$ cat config.mk
export PLATFORM = sky130hd
export DESIGN_NAME = pipe_addn
export DESIGN_NICKNAME = d
export VERILOG_FILES = /design/src/rtl/pipe_addn.sv
export SDC_FILE = /design/constraint.sdc
export NUM_CORES = 1
export LEC_CHECK = 0
export ABC_AREA = 1
export BUFFER_PORTS_ARGS = -buffer_cell sky130_fd_sc_hd__buf_2
export CAP_MARGIN = 0
export CORE_AREA = 5 5 91 102
export CTS_BUF_LIST = sky130_fd_sc_hd__clkbuf_2
export CTS_CLUSTER_SIZE = 40
export DETAILED_ROUTE_END_ITERATION = 12
export DIE_AREA = 0 0 96 107
export PLACE_DENSITY_LB_ADDON = 0.2
export SYNTH_ARGS = -nofsm -noshare
export SYNTH_HDL_FRONTEND = slang
export SYNTH_SLANG_ARGS = --single-unit
$ cat constraint.sdc
create_clock -name clk -period 2.3 [get_ports clk]
set_clock_uncertainty 0.1 [all_clocks]
set_input_delay 0.575 -clock clk [delete_from_list [all_inputs] [get_ports clk]]
set_output_delay 0.575 -clock clk [all_outputs]
set_load 0.005 [all_outputs]
$ cat src/rtl/pipe_addn.sv
// Pipelined N-bit adder/subtractor: the carry ripples through one K-bit chunk per
// stage, and the not-yet-added operand chunks travel alongside in skew registers.
module pipe_addn #(
  parameter int N = 16,
  parameter int K = 4
) (
  input  logic         clk,
  input  logic         rst_n,
  input  logic [N-1:0] a,
  input  logic [N-1:0] b,
  input  logic         cin,
  input  logic         sub,
  input  logic         in_valid,
  output logic         in_ready,
  output logic [N-1:0] out,
  output logic         cout,
  output logic         ovf,
  output logic         out_valid,
  input  logic         out_ready
);
  localparam int S = N / K;

  // Handshake: a transfer happens on a rising edge where valid and ready are both
  // high. All stages advance together on en; an empty slot (in_valid=0) still
  // moves down the pipe, and a presented result holds until out_ready.
  logic         en;
  logic [N-1:0] b_eff;

  logic [S-1:0][N-1:0] x_q;  // result bits below the carry front, operand a above it
  logic [S-1:0][N-1:0] y_q;  // effective operand b (inverted when subtracting)
  logic [S-1:0]        c_q;
  logic [S-1:0]        v_q;
  logic [S-1:0]        am_q; // sign of operand a, kept for the overflow flag

  assign en       = ~out_valid | out_ready;
  assign in_ready = en;
  assign b_eff    = sub ? ~b : b;

  for (genvar i = 0; i < S; i++) begin : g_stage
    logic [N-1:0] sx;
    logic [N-1:0] sy;
    logic         sc;
    logic         sv;
    logic         sa;
    logic [K:0]   csum;
    logic [N-1:0] x_d;
    logic [N-1:0] x_r;
    logic [N-1:0] y_r;
    logic         c_r;
    logic         v_r;
    logic         a_r;

    if (i == 0) begin : g_first
      // Subtraction is a + ~b + 1, so the stage-0 carry is forced high.
      assign sx = a;
      assign sy = b_eff;
      assign sc = sub | cin;
      assign sv = in_valid;
      assign sa = a[N-1];
    end else begin : g_next
      assign sx = x_q[i-1];
      assign sy = y_q[i-1];
      assign sc = c_q[i-1];
      assign sv = v_q[i-1];
      assign sa = am_q[i-1];
    end

    assign csum = {1'b0, sx[i*K +: K]} + {1'b0, sy[i*K +: K]} + {{K{1'b0}}, sc};

    always_comb begin
      x_d             = sx;
      x_d[i*K +: K]   = csum[K-1:0];
    end

    always_ff @(posedge clk or negedge rst_n) begin
      if (!rst_n) begin
        x_r <= '0;
        y_r <= '0;
        c_r <= 1'b0;
        v_r <= 1'b0;
        a_r <= 1'b0;
      end else if (en) begin
        x_r <= x_d;
        y_r <= sy;
        c_r <= csum[K];
        v_r <= sv;
        a_r <= sa;
      end
    end

    assign x_q[i]  = x_r;
    assign y_q[i]  = y_r;
    assign c_q[i]  = c_r;
    assign v_q[i]  = v_r;
    assign am_q[i] = a_r;
  end

  assign out       = x_q[S-1];
  assign cout      = c_q[S-1];
  assign out_valid = v_q[S-1];
  assign ovf       = (am_q[S-1] == y_q[S-1][N-1]) & (out[N-1] != am_q[S-1]);

  // Only the sign of the effective b is needed once the last chunk is added.
  logic unused_y;
  assign unused_y = ^y_q[S-1][N-2:0];

endmodule

## After elaboration in Yosys (flattened, before gate mapping)

Cells that the tools add are included.

- Bits of input ports: 38
- Flip-flop bits (word level): 140
- Word-level logic and storage cells: 36

- Equal/unequal tests: 2
- Add/subtract/negate cells: 8
- Multiplexer cells: 1
- Bitwise operators: 5

Operator list:

| operator | count |
|---|---|
| 4-bit by 4-bit adder with 5-bit output | 4 |
| 5-bit by 1-bit adder with 5-bit output | 4 |
| 16-bit two-way mux | 1 |
| 16-bit inverter | 1 |
| 1-bit bitwise OR | 2 |
| 1-bit bitwise AND | 1 |
| 1-bit == test | 1 |
| 1-bit != test | 1 |
| 1-bit inverter | 1 |

## Depth between registers and ports, before layout

- Word-level depth: 4
- Gate-level depth with buffers: 10
- Mapped depth without buffers: 8

## Least setup slack after synthesis

OpenSTA, ideal clock, no wires.

- Kind: input -> register
- From: input port sub
- To: register g_stage[0].c_r
- Required time: 2.074 ns
- Setup time: 0.126 ns
- Arrival: 2.248 ns
- Cell stages on the path: 9
- Setup slack: -0.174 ns
- Cells stage by stage: buf_4 -> buf_6 -> or2_2 -> fa_1 -> fa_1 -> nand2_1 -> inv_1 -> o21ai_0 -> a21oi_1

- Word-level cells in the longest chain between the ends: 3
- Elaborated cells between the ends (all ways): 4

RTL lines:

| element | RTL line | source |
|---|---|---|
| from (decl) | 12 | `input logic sub,` |
| 16-bit two-way mux | 37 | `assign b_eff = sub ? ~b : b;` |
| 4-bit by 4-bit adder with 5-bit output | 68 | `assign csum = {1'b0, sx[i*K +: K]} + {1'b0, sy[i*K +: K]} + {{K{1'b0}}, sc};` |
| 5-bit by 1-bit adder with 5-bit output (*) | 68 |  |
| to (signal assigned) | 85 | `c_r <= csum[K];` |
| to (decl) | 49 | `logic c_r;` |

Every way passes the cells marked *; elsewhere a longest branch is shown, timed or not.
A chain may end at the register's enable or synchronous reset.

## Worst setup path after layout

- From: register g_stage[3].x_r[15] (netlist: out[15])
- To: output port ovf

- Word-level cells in the longest chain between the ends: 2

RTL lines:

| element | RTL line | source |
|---|---|---|
| from (decl) | 47 | `logic [N-1:0] x_r;` |
| from (signal assigned) | 77 | `x_r <= '0;` |
| from (signal assigned) | 83 | `x_r <= x_d;` |
| 1-bit != test | 101 | `assign ovf = (am_q[S-1] == y_q[S-1][N-1]) & (out[N-1] != am_q[S-1]);` |
| 1-bit bitwise AND | 101 |  |
| to (decl) | 17 | `output logic ovf,` |

No other way between the ends.

==> results_dict.tcl <==
set metrics [dict create \
    status "finished, final reports clean" \
    antenna_found_initial 0 \
    grt_pass1_wl_mm 14.2 \
    fin_hold_ws_ns 0.113 \
    cts.htree.levels 3 \
    synth_edf_count 0 \
    yosys.cell_types.count 19 \
    wl_per_cell_um 12.0 \
    dieArea_sq_mm 0.0103 \
    r2r-start "g_stage[2].x_r[12]" \
    crit_type "reg -> out" \
    wl_met1_mm 3.73 \
    worstPathRequired_ns 1.62 \
    layout_min_cycle_time_ns 2.02 \
    cp-end-kind "output pin" \
    start_util_pct 53.6 \
    synth-seq-cells 98 \
    numPortBuffers 57 \
    flow.area_growth_from_synthesis_pct 12.5 \
    crit_fanout 4 \
    coreArea_sq_mm 0.00815 \
    dr.pass1.iters 6 \
    worst_setup_path_start_kind "register" \
    seqCellArea_sq_mm 0.00245 \
    slew_violations 0 \
    vias 3080 \
    synth_cells 479 \
    netlist_area_sq_mm 0.00437 \
    io_pins 58 \
    drc 0 \
    route.met3.wl_um 326 \
    num_rows 35 \
    n_fill_cell 742 \
    nets 591 \
    cts_tree "built" \
    syn_nets 537 \
    hold_viol_final 0 \
    crit_arrival_ns 1.35 \
    hp-class "in -> reg" \
    worst_pin_slew_ns 0.503 \
    place_area_sq_mm 0.00475 \
    finalSetupViolations 0 \
    post_drt_via_cell_ratio 4.75 \
    powerDensity_mw_per_mm2 1230 \
    yosysWarnings 0 \
    ir_worst_vdd_uv 442 \
    fmax_ghz 0.494 \
    setup_ws_ns 0.277 \
    n_antenna_cell 0 \
    ys.flop_type "dfrtp_1" \
    top_layer_used "met4" \
    maxCapViolations 0 \
    cts_buffers 9 \
    finalCritPeriodShare_pct 88.0 \
    max-slew-margin-rel_pct 66.5 \
    fp.dieH_um 107 \
    routabilityCongestion 0.760 \
    worstHoldStart "a[8]" \
    grt_max_degree 94 \
    setup_tns_ns 0 \
    dp_hpwl_mm 5.23 \
    final_cell_area_sq_mm 0.00492 \
    clk_path_buf_depth 2 \
    dr.first_iter.drc_count 259 \
    cts_setup_buffers 0 \
    cts-resized-gates 0 \
    async_flop_share_pct 100 \
    grt.total_usage_pct 17.5 \
    cts_root_buf "clkbuf_2" \
    postRouteAntennaNets 0 \
    dieWidth_um 96 \
    grt_pass1_vias 3216 \
    place_ws_ns -0.00661 \
    drt_wl_total_mm 7.80 \
    wl_met2_mm 3.63 \
    grt_setup_unrepaired "no" \
    overflow 0 \
    drive_gt1_share_pct 16.0 \
    synth_seq_area_share_pct 56.1 \
    clk_pin_slew_ns 0.26 \
    multiInputGateArea_sq_mm 0.00166 \
    startpoint "out[15]" \
    avgSynthCellArea_sq_um 9.12 \
    power_leakage_uw 0.00258 \
    clk_latency_ns 0.54 \
    cts.sinks 98 \
]
-- final cells by class --
type                            instances  area share (%)
Clock buffer                           10            1.02
Timing Repair Buffer                   66            8.04
Clock inverter                          6            2.14
Tap cell                              111            2.82
Sequential cell                        98            49.9
Inverter                               31            2.37
Multi-Input combinational cell        327            33.7
-- per-layer routing --
| metal | vias up | GRT usage (%) |
|---|---|---|
| li1 | 1596 | - |
| met1 | 1406 | 23.1 |
| met2 | 69 | 28.4 |
| met3 | 9 | 2.46 |
| met4 | 0 | 7.83 |
| met5 | - | 0 |
-- cell usage after synthesis (4+ instances only) --
cell type  number  share of area (%)
nand2_1       202                 17
dfrtp_1        98                 56
o21ai_0        45                5.2
inv_1          30                2.6
nor2_1         18                1.5
ha_1           12                3.4
nand3_1        12                1.4
xnor2_1        12                2.4
buf_2          11                1.3
fa_1            8                3.7
a21oi_1         7               0.80
buf_6           6                1.5
xor2_1          4               0.80
-- placed cells by master, fill, tap and decap left out, types with 4 or more instances in the layout --
master,count
nor2_1,17
clkbuf_2,10
xnor2_1,12
xor2_1,4
o21ai_0,44
inv_1,30
buf_4,6
nand3_1,12
fa_1,6
dfrtp_1,98
buf_2,56
nand2_1,202
a21oi_1,7
ha_1,12
-- through the flow --
step	utilization (%)	total power, uW	instances
floorplan	-	4480	479
global placement	58.3	5030	632
detailed placement	58.3	5140	632
CTS	60.4	6150	649
global route	60.4	6670	649
finish	60.4	6070	649
-- timing repair --
| item | in CTS | in global routing |
|---|---|---|
| hold endpoints to repair | 37 | 0 |
| hold buffers | 1 | 0 |
| setup endpoints to repair | 0 | 0 |
-- registers in the layout, indices dropped and copies added, names as in the netlist --
signal,flops
g_stage.y_r,25
g_stage.x_r,48
g_stage.v_r,3
out_valid,1
g_stage.a_r,1
out,16
cout,1
g_stage.c_r,3
-- final timing paths --
kind / end / slack (ns) / cells past startpoint
min reg2reg: g_stage[1].x_r[11] / 0.37 / 2
min in group asynchronous: g_stage[0].x_r[9] / 0.40 / 2
min: g_stage[0].x_r[8] / 0.11 / 3
max: ovf / 0.28 / 4
max in group asynchronous: out[11] / 1.07 / 3
max reg2reg: out[14] / 0.45 / 5
-- kinds of logic (layout without fill, tap and decap cells) --
group                    Yosys count  after routing  synth area share [%]
AND/OR/NAND/NOR                  235            235                  20.7
buffers and inverters             54            113                  6.24
AO/OA/AOI/OAI                     56             56                  6.62
adder cells (fa/ha/maj)           20             20                  7.10
XOR/XNOR                          16             16                  3.21
flip-flops                        98             98                  56.1
-- critical path, stage by stage, from the launching register on --
cell     delay [ns]
dfrtp_1        0.46
nor2_1         0.12
nor2_1         0.05
nor2_1         0.08
buf_2          0.12
-- where the power goes --
part / internal [uW] / leakage (uW) / switching [uW]
Combinational: 903 / 0.00131 / 1270
Clock: 465 / 0.0000872 / 537
Sequential: 2470 / 0.00119 / 415
Total: 3840 / 0.00258 / 2230
(Power assumes the default switching activity.)
